## src/rtl/fractal_sync_pkg.sv

```systemverilog
// Shared types for the fractal_sync RF arbiter: response codes, slot states and the
// verdict-to-response priority decode.
package fractal_sync_pkg;

  localparam int unsigned SD_WIDTH = 4;

  typedef enum logic [2:0] {
    RSP_STORED = 3'd0,
    RSP_DONE   = 3'd1,
    RSP_BYPASS = 3'd2,
    RSP_IGNORE = 3'd3,
    RSP_ERR    = 3'd4
  } rf_rsp_e;

  typedef enum logic [1:0] {
    SLOT_IDLE,
    SLOT_PEND,
    SLOT_RESP
  } arb_slot_e;

  // Error dominates, then same-cycle duplicates, then a completed barrier.
  function automatic rf_rsp_e rf_rsp_decode(input logic present, input logic id_err,
                                            input logic bypass, input logic ignore);
    rf_rsp_e rsp;
    if (id_err) begin
      rsp = RSP_ERR;
    end else if (ignore) begin
      rsp = RSP_IGNORE;
    end else if (bypass) begin
      rsp = RSP_BYPASS;
    end else if (present) begin
      rsp = RSP_DONE;
    end else begin
      rsp = RSP_STORED;
    end
    return rsp;
  endfunction

endpackage

```

## src/rtl/fractal_sync_rr_multi_grant.sv

```systemverilog
// Combinational round-robin selector granting up to N_PORTS pending slots per cycle,
// scanning upward from rr_ptr_i and mapping the k-th hit onto port k.
module fractal_sync_rr_multi_grant #(
  parameter int unsigned N_REQ   = 4,
  parameter int unsigned N_PORTS = 2
) (
  input  logic [N_REQ-1:0]                           pend_i,
  input  logic [((N_REQ > 1) ? $clog2(N_REQ) : 1)-1:0] rr_ptr_i,
  output logic [((N_REQ > 1) ? $clog2(N_REQ) : 1)-1:0] port_idx_o [N_PORTS],
  output logic [N_PORTS-1:0]                         port_valid_o,
  output logic [((N_REQ > 1) ? $clog2(N_REQ) : 1)-1:0] rr_ptr_next_o
);

  localparam int unsigned IdxW = (N_REQ > 1) ? $clog2(N_REQ) : 1;

  int unsigned     slot;
  logic [IdxW-1:0] slot_idx;
  logic            taken;

  always_comb begin
    slot          = '0;
    slot_idx      = '0;
    taken         = 1'b0;
    port_valid_o  = '0;
    rr_ptr_next_o = rr_ptr_i;
    for (int unsigned p = 0; p < N_PORTS; p++) begin
      port_idx_o[p] = '0;
    end
    for (int unsigned i = 0; i < N_REQ; i++) begin
      slot = 32'(rr_ptr_i) + i;
      if (slot >= N_REQ) begin
        slot = slot - N_REQ;
      end
      slot_idx = IdxW'(slot);
      taken    = 1'b0;
      // Ports fill in ascending order; a slot takes the first free one.
      for (int unsigned p = 0; p < N_PORTS; p++) begin
        if (pend_i[slot_idx] && !taken && !port_valid_o[p]) begin
          port_valid_o[p] = 1'b1;
          port_idx_o[p]   = slot_idx;
          taken           = 1'b1;
        end
      end
      if (taken) begin
        rr_ptr_next_o = (slot_idx == IdxW'(N_REQ - 1)) ? '0 : slot_idx + 1'b1;
      end
    end
  end

endmodule

```

## src/rtl/fractal_sync_rf_arbiter.sv

```systemverilog
// Shares the RF check ports among N_REQ requesters with per-slot request/response handshakes.
// Optional grant/conflict counters are enabled by defining FRACTAL_SYNC_RF_ARB_PERF_EN.
module fractal_sync_rf_arbiter
  import fractal_sync_pkg::*;
#(
  parameter int unsigned N_REQ    = 4,
  parameter int unsigned N_PORTS  = 2,
  parameter int unsigned ID_WIDTH = 2
) (
  input  logic                clk_i,
  input  logic                rst_i,
  input  logic [N_REQ-1:0]    req_valid_i,
  output logic [N_REQ-1:0]    req_ready_o,
  input  logic [ID_WIDTH-1:0] req_id_i     [N_REQ],
  input  logic [SD_WIDTH-1:0] req_sd_i     [N_REQ],
  output logic [N_REQ-1:0]    rsp_valid_o,
  input  logic [N_REQ-1:0]    rsp_ready_i,
  output rf_rsp_e             rsp_type_o   [N_REQ],
  output logic [SD_WIDTH-1:0] rsp_sd_o     [N_REQ],
  output logic [N_PORTS-1:0]  rf_check_o,
  output logic [ID_WIDTH-1:0] rf_id_o      [N_PORTS],
  output logic [SD_WIDTH-1:0] rf_sd_o      [N_PORTS],
  input  logic [N_PORTS-1:0]  rf_present_i,
  input  logic [N_PORTS-1:0]  rf_id_err_i,
  input  logic [N_PORTS-1:0]  rf_bypass_i,
  input  logic [N_PORTS-1:0]  rf_ignore_i,
`ifdef FRACTAL_SYNC_RF_ARB_PERF_EN
  output logic [31:0]         grant_cnt_o,
  output logic [31:0]         conflict_cnt_o,
`endif
  input  logic [SD_WIDTH-1:0] rf_sd_i      [N_PORTS]
);

  localparam int unsigned IdxW = (N_REQ > 1) ? $clog2(N_REQ) : 1;

  arb_slot_e           slot_q     [N_REQ];
  logic [ID_WIDTH-1:0] id_q       [N_REQ];
  logic [SD_WIDTH-1:0] sd_q       [N_REQ];
  rf_rsp_e             rsp_type_q [N_REQ];
  logic [SD_WIDTH-1:0] rsp_sd_q   [N_REQ];
  logic [IdxW-1:0]     rr_ptr_q, rr_ptr_d;

  logic [N_REQ-1:0]    pend;
  logic [N_REQ-1:0]    grant;
  logic [IdxW-1:0]     port_idx   [N_PORTS];
  logic [N_PORTS-1:0]  port_valid;
  rf_rsp_e             port_type  [N_PORTS];
  logic [SD_WIDTH-1:0] port_sd    [N_PORTS];
  rf_rsp_e             cap_type   [N_REQ];
  logic [SD_WIDTH-1:0] cap_sd     [N_REQ];

  fractal_sync_rr_multi_grant #(
    .N_REQ   (N_REQ),
    .N_PORTS (N_PORTS)
  ) u_rr_multi_grant (
    .pend_i        (pend),
    .rr_ptr_i      (rr_ptr_q),
    .port_idx_o    (port_idx),
    .port_valid_o  (port_valid),
    .rr_ptr_next_o (rr_ptr_d)
  );

  always_comb begin
    for (int unsigned i = 0; i < N_REQ; i++) begin
      pend[i]        = (slot_q[i] == SLOT_PEND);
      req_ready_o[i] = (slot_q[i] == SLOT_IDLE);
      rsp_valid_o[i] = (slot_q[i] == SLOT_RESP);
      rsp_type_o[i]  = rsp_valid_o[i] ? rsp_type_q[i] : RSP_STORED;
      rsp_sd_o[i]    = rsp_valid_o[i] ? rsp_sd_q[i] : '0;
    end
  end

  always_comb begin
    for (int unsigned p = 0; p < N_PORTS; p++) begin
      rf_check_o[p] = port_valid[p];
      rf_id_o[p]    = port_valid[p] ? id_q[port_idx[p]] : '0;
      rf_sd_o[p]    = port_valid[p] ? sd_q[port_idx[p]] : '0;
      port_type[p]  = rf_rsp_decode(rf_present_i[p], rf_id_err_i[p], rf_bypass_i[p],
                                    rf_ignore_i[p]);
      port_sd[p]    = (port_type[p] == RSP_DONE) ? rf_sd_i[p] : '0;
    end
  end

  // Route each port's verdict back to the slot that owns it this cycle.
  always_comb begin
    grant = '0;
    for (int unsigned i = 0; i < N_REQ; i++) begin
      cap_type[i] = RSP_STORED;
      cap_sd[i]   = '0;
    end
    for (int unsigned p = 0; p < N_PORTS; p++) begin
      for (int unsigned i = 0; i < N_REQ; i++) begin
        if (port_valid[p] && (port_idx[p] == IdxW'(i))) begin
          grant[i]    = 1'b1;
          cap_type[i] = port_type[p];
          cap_sd[i]   = port_sd[p];
        end
      end
    end
  end

  always_ff @(posedge clk_i) begin
    if (rst_i) begin
      rr_ptr_q <= '0;
      for (int unsigned i = 0; i < N_REQ; i++) begin
        slot_q[i]     <= SLOT_IDLE;
        id_q[i]       <= '0;
        sd_q[i]       <= '0;
        rsp_type_q[i] <= RSP_STORED;
        rsp_sd_q[i]   <= '0;
      end
    end else begin
      rr_ptr_q <= rr_ptr_d;
      for (int unsigned i = 0; i < N_REQ; i++) begin
        unique case (slot_q[i])
          SLOT_IDLE: begin
            if (req_valid_i[i]) begin
              slot_q[i] <= SLOT_PEND;
              id_q[i]   <= req_id_i[i];
              sd_q[i]   <= req_sd_i[i];
            end
          end
          SLOT_PEND: begin
            if (grant[i]) begin
              slot_q[i]     <= SLOT_RESP;
              rsp_type_q[i] <= cap_type[i];
              rsp_sd_q[i]   <= cap_sd[i];
            end
          end
          SLOT_RESP: begin
            if (rsp_ready_i[i]) begin
              slot_q[i] <= SLOT_IDLE;
            end
          end
          default: slot_q[i] <= SLOT_IDLE;
        endcase
      end
    end
  end

`ifdef FRACTAL_SYNC_RF_ARB_PERF_EN
  logic [31:0] grant_cnt_q, conflict_cnt_q;
  logic [32:0] grant_sum, conflict_sum;

  always_comb begin
    grant_sum    = {1'b0, grant_cnt_q};
    conflict_sum = {1'b0, conflict_cnt_q};
    for (int unsigned p = 0; p < N_PORTS; p++) begin
      grant_sum    = grant_sum + 33'(port_valid[p]);
      conflict_sum = conflict_sum + 33'(port_valid[p] && (port_type[p] == RSP_BYPASS));
    end
  end

  always_ff @(posedge clk_i) begin
    if (rst_i) begin
      grant_cnt_q    <= '0;
      conflict_cnt_q <= '0;
    end else begin
      grant_cnt_q    <= grant_sum[32] ? '1 : grant_sum[31:0];
      conflict_cnt_q <= conflict_sum[32] ? '1 : conflict_sum[31:0];
    end
  end

  assign grant_cnt_o    = grant_cnt_q;
  assign conflict_cnt_o = conflict_cnt_q;
`endif

endmodule

```

## config.mk

```make
export PLATFORM = sky130hd
export DESIGN_NAME = fractal_sync_rf_arbiter
export DESIGN_NICKNAME = d
export VERILOG_FILES = /design/src/rtl/fractal_sync_pkg.sv /design/src/rtl/fractal_sync_rr_multi_grant.sv /design/src/rtl/fractal_sync_rf_arbiter.sv
export SDC_FILE = /design/constraint.sdc
export NUM_CORES = 1
export LEC_CHECK = 0
export CAP_MARGIN = 20
export CORE_ASPECT_RATIO = 1.1
export CORE_MARGIN = 3
export CORE_UTILIZATION = 51
export CTS_CLUSTER_SIZE = 14
export DETAILED_ROUTE_END_ITERATION = 8
export PLACE_DENSITY_LB_ADDON = 0.15
export SLEW_MARGIN = 5
export SYNTH_ARGS = -nofsm -noshare
export SYNTH_HDL_FRONTEND = slang
export SYNTH_SLANG_ARGS = --single-unit
```

## constraint.sdc

```tcl
create_clock -name clk_i -period 3.8 [get_ports clk_i]
set_clock_uncertainty 0.1 [all_clocks]
set_input_delay 0.57 -clock clk_i [delete_from_list [all_inputs] [get_ports clk_i]]
set_output_delay 0.57 -clock clk_i [all_outputs]
set_load 0.01 [all_outputs]
```

# == Word-level counts from Yosys, hierarchy flattened ==
# Memories as Yosys holds them, arrays and structs flattened.
# Index checks and enable logic that the tools add are counted.
# totals
reg_bits,2
latch_bits,0
mem_bits_rw,60
rom_bits,0
in_bits,50
elab_cells,298
n_memories,5
# op_classes
addsub,11
n_mul,0
div,0
n_lt_le_gt_ge,8
eq_ne,20
n_shift,0
muxes,183
bitwise_logic,32
reduce_logical,38
# memory_table
memory,words,word_bits,read_ports,rd_ports_with_merged_regs,wr,line_no,rtl
rsp_sd_q,4,4,4,0,4,fractal_sync_rf_arbiter.sv:40,logic [SD_WIDTH-1:0] rsp_sd_q [N_REQ];
sd_q,4,4,2,0,4,fractal_sync_rf_arbiter.sv:38,logic [SD_WIDTH-1:0] sd_q [N_REQ];
rsp_type_q,4,3,4,0,4,fractal_sync_rf_arbiter.sv:39,rf_rsp_e rsp_type_q [N_REQ];
id_q,4,2,2,0,4,fractal_sync_rf_arbiter.sv:37,logic [ID_WIDTH-1:0] id_q [N_REQ];
slot_q,4,2,4,0,4,fractal_sync_rf_arbiter.sv:36,arb_slot_e slot_q [N_REQ];
# ops
operator,count
$mux 4,24
$mux 2,46
$mux 1,91
$mux 3,18
$or 1x1->1,32
$eq 2x2->1 const B,12
$logic_and 1x1->1,18
$eq 2x1->1 const B,6
$logic_not 2->1,6
$lt 2x3->1 const B,4
$reduce_or 3->1,4
$ge 3x3->1 const B,3
$logic_not 1->1,9
$add 2x1->2 const B,4
$bmux 1 s2,4
$sub 2x1->2 const B,4
$add 2x2->3 const B,2
$eq 3x1->1 const B,2
$reduce_bool 4->1,1
$add 2x1->3 const B,1
$ge 2x3->1 const B,1

# == Longest topological paths before layout ==
# Gate-level depths: netlist (run 1).
# depth
depth_word,28
mapped_depth,13
mapped_depth_nobuf,9

# == Hierarchy ==
# Synthesis (run 1) repeated with hierarchy kept, for this count alone.
# unflattened
cells_unflattened,391
hier_area_um2,4262.8
# modules_own_cells
mod,instances,cells_each,area_each_um2,seq_area_each_um2
fractal_sync_rf_arbiter,1,318,3692.3,1841.8
fractal_sync_rr_multi_grant,1,73,570.5,0.0

# == Worst setup path before layout (run 1) ==
# OpenSTA, ideal clock, no wires.
# synth_timing
path_type,flip-flop to output port
start,register rr_ptr_q[0]
end,output rf_id_o[0] (netlist name)
arrival_ns,2.752
required_time_ns,3.130
path_slack_ns,0.378
stages_incl_launch_ff,13
cell_sequence,dfxtp_1 > buf_6 > inv_1 > clkbuf_1 > ha_1 > inv_1 > clkbuf_1 > a2111oi_4 > a2111oi_2 > o32a_2 > buf_6 > nand2_1 > o22ai_1
# synth_rtl
element,line_no,rtl
start: declaration,fractal_sync_rf_arbiter.sv:41,"logic [IdxW-1:0] rr_ptr_q, rr_ptr_d;"
start signal: assignment,fractal_sync_rf_arbiter.sv:113,rr_ptr_q <= rr_ptr_d;
end: declaration,fractal_sync_rf_arbiter.sv:21,"output logic [ID_WIDTH-1:0] rf_id_o [N_PORTS],"

==> results of run 1 <==
-- critical path, delay by kind of cell (launching register included) --
| family | cells | cell delay (ns) |
|---|---|---|
| flops | 1 | 0.36 |
| compound gates | 4 | 0.76 |
| fa+ha+maj | 1 | 0.30 |
| buf+inv | 5 | 0.99 |
| simple gates | 2 | 0.28 |
-- power breakdown --
| group | internal [mW] | leakage (nW) | switching (mW) | total [mW] |
|---|---|---|---|---|
| Clock | 0.368 | 0.106 | 0.274 | 0.643 |
| Combinational | 1.38 | 1.42 | 1.72 | 3.10 |
| Sequential | 1.08 | 0.662 | 0.114 | 1.19 |
| Total | 2.82 | 2.18 | 2.11 | 4.93 |
-- through the flow --
stage / area (um^2) / TNS, ns / hold WS [ns]
floorplan: 4160 / 0 / 0.544
finish: 5680 / 0 / 0.603
detailed placement: 5300 / 0 / 0.567
CTS: 5540 / 0 / 0.579
global route: 5680 / -0.0410 / 0.647
global placement: 5300 / 0 / 0.566
-- layout by cell type (no fill, tap or decap), types with 3 or more instances in the layout --
master / netlist / routed
a31o_2: 4 / 4
clkbuf_8: 0 / 9
nor2_1: 20 / 20
o22ai_2: 7 / 7
dlygate4sd2_1: 0 / 8
nand2_1: 30 / 28
nor3_1: 4 / 4
inv_2: 2 / 3
edfxtp_1: 60 / 60
a21oi_1: 29 / 28
a211oi_1: 5 / 5
ha_1: 4 / 3
nand4b_1: 4 / 4
o22ai_1: 32 / 32
dlymetal6s2s_1: 0 / 3
clkdlybuf4s50_1: 0 / 88
nor4_1: 4 / 4
a31oi_1: 3 / 3
nand2_2: 1 / 3
nand3b_1: 6 / 6
o221a_2: 3 / 3
o21ai_0: 19 / 18
nand2b_1: 12 / 10
nor2b_1: 9 / 8
and2_1: 52 / 52
mux2i_1: 22 / 20
buf_4: 3 / 32
-- sequential cells by signal, summed over array words and instances (netlist names) --
signal / flops
rsp_sd_q: 16
sd_q: 16
rsp_type_q: 12
id_q: 8
slot_q: 8
rr_ptr_q: 2
-- per-layer routing --
metal  global-route usage [%]  wire length, um  part of all wire, %  vias to the layer above
li1                         -                -                    -                     1791
met1                     33.9             5140                   41                     1795
met2                     44.9             6110                   49                      200
met3                     5.00              866                  6.9                       30
met4                     10.6              382                  3.1                        0
met5                        0                0                    0                        -
-- cells by family after synthesis --
family / Yosys count / share of synthesized area (%)
AO/OA/AOI/OAI: 130 / 22.9
XOR/XNOR: 1 / 0.211
adder cells (fa/ha/maj): 4 / 1.20
buffers and inverters: 36 / 5.12
flip-flops: 62 / 44.3
multiplexers: 22 / 5.30
AND/OR/NAND/NOR: 155 / 21.0
-- area by class of cell --
class / count / area (um^2)
Clock buffer: 10 / 128
Clock inverter: 6 / 86.3
Fill cell: 581 / 2000
Inverter: 5 / 18.8
Multi-Input combinational cell: 312 / 2180
Sequential cell: 62 / 1840
Tap cell: 105 / 131
Timing Repair Buffer: 134 / 1290
-- path summary, 6_finish.rpt --
path / from / end / slack (ns) / cells past startpoint
worst max register to register: slot_q[3][1]$_SDFFCE_PP0P_ / rsp_type_q[1][1]$_SDFFCE_PP0P_ / 0.62 / 10
worst min-delay path: rr_ptr_q[1]$_SDFFE_PP0P_ / rr_ptr_q[1]$_SDFFE_PP0P_ / 0.60 / 3
worst max-delay path: rr_ptr_q[0]$_SDFFE_PP0P_ / rf_sd_o[4] / 0.09 / 12
worst min register to register: rr_ptr_q[1]$_SDFFE_PP0P_ / rr_ptr_q[1]$_SDFFE_PP0P_ / 0.60 / 3
-- repair_timing --
action	4_1_cts	5_1_grt
setup buffers	2	7
gates resized for setup	16	14
pin swaps	2	3
cloned	0	1
endpoints found under the setup margin	12	4
==> metrics.csv, run 1 <==
metric,value,unit
status,"complete, no violations",
clk_pin_slew_worst_paths,0.08,ns
antenna_cells,0,
worst_hold_path_type,flip-flop to flip-flop,
synth_area_leaders,"edfxtp_1 (43%), and2_1 (7.8%), mux2i_1 (5.3%)",
setup_ws,0.0883,ns
clock_sinks,62,
synth_edf_count,60,
synth-async-reset-ratio,0,%
ir_drop,470,uV
yosys_warnings,0,
ys_types,65,
fp.dieH,101,um
cp_slowest_cell,clkdlybuf4s50_1,
syn_to_final_growth,36.6,%
ioPinCount,100,
via_per_inst,6.02,
final_core_util,73.9,%
synthTopCellsByCount,"edfxtp_1 (60), and2_1 (52), o22ai_1 (32)",
endpoint_kind,primary output,
crit_path_max_incr_delay,0.53,ns
cts_buffers,9,
grt_pass1_wl,19100,um
crit_chain,"inv_1, ha_4, buf_12, inv_1, buf_4, a21oi_1, o32ai_2, o21ai_2, nand2_2, nand2_1, o221a_2, clkdlybuf4s50_1",
clk_latency,0.35,ns
netlist_area,0.00416,mm^2
dp_slack,0.112,ns
cts_tree,built,
cp_max_fo,11,
cts_buffer_depth,2,
crit_top_cell,inv_1,
synth-seq-area-share,44.3,%
yosysMostFrequentCell,edfxtp_1,
ctsHoldBuffers,0,
synth_area_per_cell,10.1,um^2
place_congestion,0.918,
leakagePower,2.18,nW
routed_wl,12500,um
start_util,54.1,%
slew_violations,0,
hpwl,9180,um
ys_ff_latch,62,
fmax,269,MHz
fin_cells,634,
rows,33,
required,3.13,ns
die_x,92.1,um
setup_viol,0,
fin_crit,3.71,ns
drc_errors,0,
cts_root_buf,clkbuf_8,
drtPass1Iterations,5,
place_inst,608,
synthCells,410,
drt_iter0_markers,239,
vias,3816,
slew_headroom,48.1,%
drtAntennaViolNets,0,
htreeDepth,3,
crit_type,flip-flop to primary output,
core_area,0.00768,mm^2
finalNetCount,578,
port_buffers,99,
drv_cap,0,
power_density,869,mW/mm^2
worst_ep_arrival_time,3.04,ns
synth-main-ff-cell,edfxtp_1,
hold_violations,0,
synth_top_cell_area_share,43.4,%
synth_fp_nets,464,
worstSetupStartpointType,flip-flop,
tightest_slew,0.776,ns
grtUsageTotal,26.6,%
grt_pass1_vias,3673,
period_share,97.7,%
yosys.area.top_type,edfxtp_1,
power.total,4.93,mW
grt_max_degree,23,
dieArea,0.00927,mm^2
grt_overflow,0,
antenna_found_initial,0,
wl_per_cell,19.7,um
final_layout_size_suffix_gt1_share,17.6,%
Power figures use the tool's default switching activity.
==> run 2, diff against run 1 <==
ABC_CLOCK_PERIOD_IN_PS = 3800   (was unset)
GPL_ROUTABILITY_DRIVEN = 1   (was unset)
TNS_END_PERCENT = 5   (was unset)
==> metrics.csv, run 2 (synthesis gave the netlist of run 1 again) <==
metric,value,unit
cts_root_buf,clkbuf_8,
dp_slack,0.112,ns
cts_buffers,9,
ioPinCount,100,
timing.rr.start,slot_q[3][1]$_SDFFCE_PP0P_,
vias,3788,
worst_ep_arrival_time,3.00,ns
drtAntennaViolNets,0,
final_common_cell,clkdlybuf4s50_1,
grt_overflow,0,
finalNetCount,574,
antenna_found_initial,0,
worst_hold_path_type,flip-flop to flip-flop,
place_inst,608,
cts_tree,built,
clk_pin_slew_worst_paths,0.08,ns
endpoint_kind,primary output,
die_x,92.1,um
tightest_slew,0.752,ns
rrSetupSlack,0.65,ns
port_buffers,99,
routed_wl,12300,um
cts_buffer_depth,2,
fp.dieH,101,um
slew_headroom,49.7,%
syn_to_final_growth,35.4,%
hpwl,9180,um
antenna_cells,0,
dieArea,0.00927,mm^2
final_layout_size_suffix_gt1_share,16.8,%
ff2ff_path_depth,10,
min_from,rr_ptr_q[1]$_SDFFE_PP0P_,
htreeDepth,3,
slew_violations,0,
place_congestion,0.918,
leakagePower,2.15,nW
fin_crit,3.67,ns
setup_viol,0,
drc_errors,0,
grt_pass1_vias,3659,
via_per_inst,6.01,
grt_max_degree,23,
grtUsageTotal,26.4,%
fin_cells,630,
crit_type,flip-flop to primary output,
clk_latency,0.34,ns
timing.hold.ws,0.602,ns
start_util,54.1,%
power_density,857,mW/mm^2
worstReg2RegEnd,rsp_type_q[1][1]$_SDFFCE_PP0P_,
min_path_cells,3,
status,"complete, no violations",
worstSetupStartpointType,flip-flop,
hold_violations,0,
holdPathEnd,rr_ptr_q[1]$_SDFFE_PP0P_,
grt_pass1_wl,19000,um
required,3.13,ns
wl_per_cell,19.5,um
cp_max_fo,22,
drt_iter0_markers,228,
rows,33,
finalSetupTns,0,ns
core_area,0.00768,mm^2
ir_drop,468,uV
drv_cap,0,
fmax,272,MHz
mostFrequentLayoutCells,"clkdlybuf4s50_1 (88), edfxtp_1 (60), and2_1 (52), o22ai_1 (32)",
drtPass1Iterations,5,
setup_ws,0.126,ns
top_regs,"rsp_sd_q x16, sd_q x16, rsp_type_q x12",
period_share,96.7,%
clock_sinks,62,
==> run 2: how the worst max path moves through the flow <==
stage                                           from          to  cells after the start
final                       rr_ptr_q[0]$_SDFFE_PP0P_  rf_sd_o[4]                     12
after global routing        rr_ptr_q[0]$_SDFFE_PP0P_  rf_sd_o[4]                     12
after CTS                   rr_ptr_q[0]$_SDFFE_PP0P_  rf_sd_o[5]                     11
after detailed placement  slot_q[3][0]$_SDFFCE_PP0P_  rf_sd_o[5]                      8
after global placement    slot_q[3][0]$_SDFFCE_PP0P_  rf_sd_o[5]                      8
after floorplan             rr_ptr_q[0]$_SDFFE_PP0P_  rf_id_o[0]                     12
==> run 2: what timing repair did <==
item / in CTS / in global routing
cloned: 0 / 1
setup buffers: 1 / 4
setup endpoints to repair: 12 / 5
hold buffers: 0 / 0
gates resized for setup: 15 / 13
pin swaps: 2 / 3
==> run 2: worst max-delay path: stages (launching register included) <==
cell,delay [ns]
dfxtp_2,0.36
inv_1,0.09
ha_4,0.28
buf_12,0.16
inv_1,0.07
buf_4,0.17
a21oi_1,0.12
o32ai_1,0.11
o21ai_2,0.27
nand2_2,0.15
nand2_1,0.13
o221a_2,0.20
clkdlybuf4s50_1,0.54
==> run 2: per-stage QoR <==
| stage | util [%] | power [mW] | instance area (um^2) |
|---|---|---|---|
| CTS | 72.0 | 4.66 | 5530 |
| finish | 73.3 | 4.82 | 5630 |
| detailed placement | 69.0 | 4.02 | 5300 |
| global route | 73.3 | 5.09 | 5630 |
| global placement | 69.0 | 3.97 | 5300 |
| floorplan | - | 3.01 | 4160 |
==> run 2: cell type report <==
cell class	count	area, um^2
inverters	5	18.8
flip-flops and latches	62	1840
clock inverters	6	86.3
repair buffers	129	1230
fillers	584	2050
clock buffers	10	128
well taps	105	131
multi-input cells	313	2180
==> run 2: metal layers <==
layer  vias to the layer above  track usage, %  share of wire, %
met5                         -               0                 0
met4                         0            10.6               3.6
met3                        36            5.00               7.0
met2                       181            44.7                49
met1                      1783            33.4                41
li1                       1788               -                 -
==> run 2: power by group <==
part           total, mW  leakage [nW]  internal [mW]  switching, mW
Clock              0.641         0.106          0.368          0.273
Sequential          1.19         0.662           1.08          0.113
Combinational       2.99          1.38           1.30           1.69
Total               4.82          2.15           2.74           2.08
==> variant 1: new RTL, config.mk and constraints of run 1 <==
`SD_WIDTH`: 4 -> 6.
--- a/src/rtl/fractal_sync_pkg.sv
+++ b/src/rtl/fractal_sync_pkg.sv
@@ -2,7 +2,7 @@
 // verdict-to-response priority decode.
 package fractal_sync_pkg;
 
-  localparam int unsigned SD_WIDTH = 4;
+  localparam int unsigned SD_WIDTH = 6;
 
   typedef enum logic [2:0] {
     RSP_STORED = 3'd0,
Ports: changed (resized req_sd_i, rf_sd_i, rf_sd_o and rsp_sd_o); port bits go from 100 to 124. No check against the original RTL was run, so the function may have changed too.
==> variant 1 against run 1 <==
Final area rose by 23%; sequential cell count rose by 16; area after synthesis rose by 23%; routed wire length rose by 21%; total power rose by 21%; setup slack improved by 0.015 ns; critical endpoint is now rf_sd_o[9].
==> variant 1: results (changes against run 1) <==
Share of post-route cells with drive strength above 1 -> 0.1876 (+0.01179)
Vias in the first global route -> 4532 (+23%)
Worst vdd ir -> 496.9 µV (+5.8%)
Final wirelength -> 15100 µm (+21%)
Outcome -> finished clean
Number of flops mapped to enable cells by yosys -> 76 (+27%)
Synth cell count leaders -> edfxtp_1, and2_1, nand2_1, o22ai_1, nor2_1
P_leak -> 2.601 nW (+19%)
Max FO, Critical Path -> 8 (-3)
Regs by FF count -> rsp_sd_q: 24 flops, sd_q: 24 flops, rsp_type_q: 12 flops
Buffers on Ports -> 123 (+24%)
Final setup vio count -> 0 (unchanged)
Beginning of the worst register-to-register path -> rr_ptr_q[0]
Met2 usage -> 0.4402 (-0.009211)
Largest cells by area after synthesis -> edfxtp_1, and2_1, mux2i_1, o22ai_1, nand2_1
Sequential fraction of the synthesis area -> 0.4549 (+0.01166)
Reg2reg path depth -> 11 (+1)
Global routing usage on met3 -> 0.04279 (-0.007243)
Largest net degree at the start of global routing -> 31 (+35%)
Total Routing Usage GR -> 0.2731 (+0.006967)
Worst rel slew slack -> 0.5502 (+0.06940)
Post-DP Area -> 6720 µm² (+27%)
Post-layout net count -> 722 (+25%)
GRT met1 Usage -> 0.3714 (+0.03225)
Cell Int Power -> 3.430 mW (+22%)
Total vias in the final route -> 4685 (+23%)
Post-synth cell types -> 72 (+11%)
First-pass GRT wire length -> 23920 µm (+25%)
Num CTS Buffers -> 9 (unchanged)
1st-iter DRT viols -> 276 (+15%)
Total iterations of the first detailed-routing run -> 7 (+2)
variant 1: power groups by stage:
stage               clock, mW  sequential [mW]  combinational [mW]
CTS                     0.645             1.47                3.79
floorplan                   0             1.44                2.27
global route            0.679             1.50                4.18
global placement            0             1.49                3.70
detailed placement          0             1.49                3.76
finish                  0.631             1.47                3.89
variant 1: kinds of logic after synthesis:
family                     after synthesis  synth area share
muxes                                   28           0.05637
and+or+nand+nor                        221            0.2561
adders and majority gates                4          0.009804
xor gates and xnor gates                 2          0.003432
AOI/OAI and AO/OA                      124            0.1743
DFF                                     78            0.4549
buffers and inverters                   41           0.04510
variant 1: area by class of cell:
type                            instances  area, µm²  area share
Clock buffer                           10      127.6     0.01823
Clock inverter                          6      68.82    0.009832
Inverter                                3      11.26    0.001609
Multi-Input combinational cell        379       2631      0.3759
Sequential cell                        78       2322      0.3318
Tap cell                              117      146.4     0.02092
Timing Repair Buffer                  185       1692      0.2417
variant 1: worst paths after layout:
check | to | slack, ns
max | rf_sd_o[9] | 0.10
min reg2reg | rr_ptr_q[1] | 0.63
max reg2reg | rsp_sd_q[3][2] | 0.63
min | rr_ptr_q[1] | 0.63
variant 1: repair_timing:
action | 4_1_cts | 5_1_grt
resized for setup | 35 | 24
pin swaps | 2 | 3
setup endpoints to repair | 16 | 15
setup buffers | 2 | 5
variant 1: worst max-delay path: stages, from the launching register on:
cell and delay, ns:
dfxtp_1 0.34, inv_1 0.08, ha_4 0.28, and4b_1 0.20
or4_4 0.54, o22ai_4 0.22, buf_6 0.15, buf_12 0.10
mux2_2 0.32, o21ai_0 0.16, a221oi_1 0.09, buf_2 0.19
variant 1: routing by layer:
metal	routed length (µm)	vias to the layer above
met5	0	-
met4	297	0
met3	993	23
met2	7520	224
met1	6289	2230
li1	-	2208
variant 1: per-stage QoR:
step,std cells,total power [mW]
2_1_floorplan,498,3.703
3_3_place_gp,755,5.185
3_5_place_dp,755,5.251
4_1_cts,773,5.907
5_1_grt,778,6.355
6_report,778,5.991
==> variant 2: new RTL, settings of run 1 <==
Without the edit above. Add a define of `FRACTAL_SYNC_RF_ARB_PERF_EN`.
--- a/src/rtl/fractal_sync_rf_arbiter.sv
+++ b/src/rtl/fractal_sync_rf_arbiter.sv
@@ -1,5 +1,7 @@
 // Shares the RF check ports among N_REQ requesters with per-slot request/response handshakes.
 // Optional grant/conflict counters are enabled by defining FRACTAL_SYNC_RF_ARB_PERF_EN.
+`define FRACTAL_SYNC_RF_ARB_PERF_EN
+
 module fractal_sync_rf_arbiter
   import fractal_sync_pkg::*;
 #(
Behaviour (old outputs only; new: conflict_cnt_o and grant_cnt_o): unchanged (Yosys induction, for registers that start in step).
==> variant 2 against run 1 <==
Routed wire length is 84% higher; critical path depth decreased by 2; die area increased by 75%; final area grew 85%; critical endpoint is now rf_sd_o[6]; total power increased by 56%; area after synthesis grew 81%; sequential cell count up 64; setup slack worse by 0.036 ns.
==> variant 2: results (changes against run 1) <==
Max incr delay on CP -> 0.48 ns (-0.05 ns)
Worst Setup EP -> rf_sd_o[6]
Syn Nets -> 888 (+91%)
Post-layout net count -> 1089 (+88%)
Worst skew pair latency -> 0.42 ns (+0.07 ns)
Power share of the clock group -> 0.217 (+0.087)
Largest cells by area after synthesis -> edfxtp_1, dfxtp_1, and2_1, a21oi_1, xor2_1
Max FO, Critical Path -> 8 (-3)
Hold Startpoint -> conflict_cnt_o[28]
Synth Flop Type -> dfxtp_1
Post-Synth Adder-Cell Area -> 0.01534 (+0.003296)
Outcome -> finished clean
Total Routing Usage GR -> 0.2770 (+0.01086)
Clock-pin slew on the worst setup and hold paths -> 0.06 ns (-0.02 ns)
Max Fclk -> 266.8 MHz (-0.96%)
CP max stage cell -> mux4_2
Reg2reg path depth -> 16 (+6)
RD Place Congestion -> 0.9354 (+2.0%)
Hold path endpoint -> conflict_cnt_o[28]
Hpwl dp -> 16380 µm (+79%)
Total vias in the final route -> 7323 (+92%)
Worst hold stages -> 1 (-2)
Comb pwr -> 4.14 mW (+34%)
P_leak -> 3.928 nW (+80%)
Num CTS Buffers -> 17 (+8)
Final Power -> 7.716 mW (+56%)
Sequential fraction of the synthesis area -> 0.4162 (-0.02703)
Final wirelength -> 22950 µm (+84%)
Worst R2R Setup Slack -> 0.27 ns (-0.35 ns)
Pre-CTS setup slack -> 0.1284 ns (+0.01640 ns)
Post-DP Area -> 9608 µm² (+81%)
Buffers on Ports -> 163 (+65%)
Dpl cells -> 1184 (+95%)
Beginning of the worst register-to-register path -> slot_q[1][1]
Cell family with most CP delay -> simple AND/OR/NAND/NOR gates
Largest net degree at the start of global routing -> 51 (+120%)
Gate Count Post-Synth -> 830 (+100%)
==> variant 2: logic make-up (layout without fill, tap and decap cells) <==
| group | after synthesis | count (layout) |
|---|---|---|
| compound gates | 239 | 240 |
| buf+inv | 67 | 280 |
| xor+xnor | 52 | 52 |
| simple gates | 328 | 328 |
| fa+ha+maj | 8 | 8 |
| mux | 10 | 10 |
| flops | 126 | 126 |
==> variant 2: per-layer routing <==
metal  global-route usage  vias up  wire length (µm)
met5                    0        -                 0
met4              0.08531        0               571
met3              0.06667       40              1785
met2               0.4409      356             11090
met1               0.3743     3445              9497
li1                     -     3482                 -
==> variant 2: layout make-up <==
cell class	count	area, µm²
repair buffers	231	2192
multi-input cells	638	4255
clock buffers	20	500.5
fillers	1059	3588
clock inverters	12	116.4
inverters	17	63.81
flip-flops and latches	126	3124
well taps	188	235.2
==> variant 2: what timing repair did <==
action / in CTS / in global routing
pin swaps: 2 / 5
setup endpoints to repair: 12 / 16
resized for setup: 17 / 31
gates cloned: 0 / 1
buffers inserted: 7 / 8
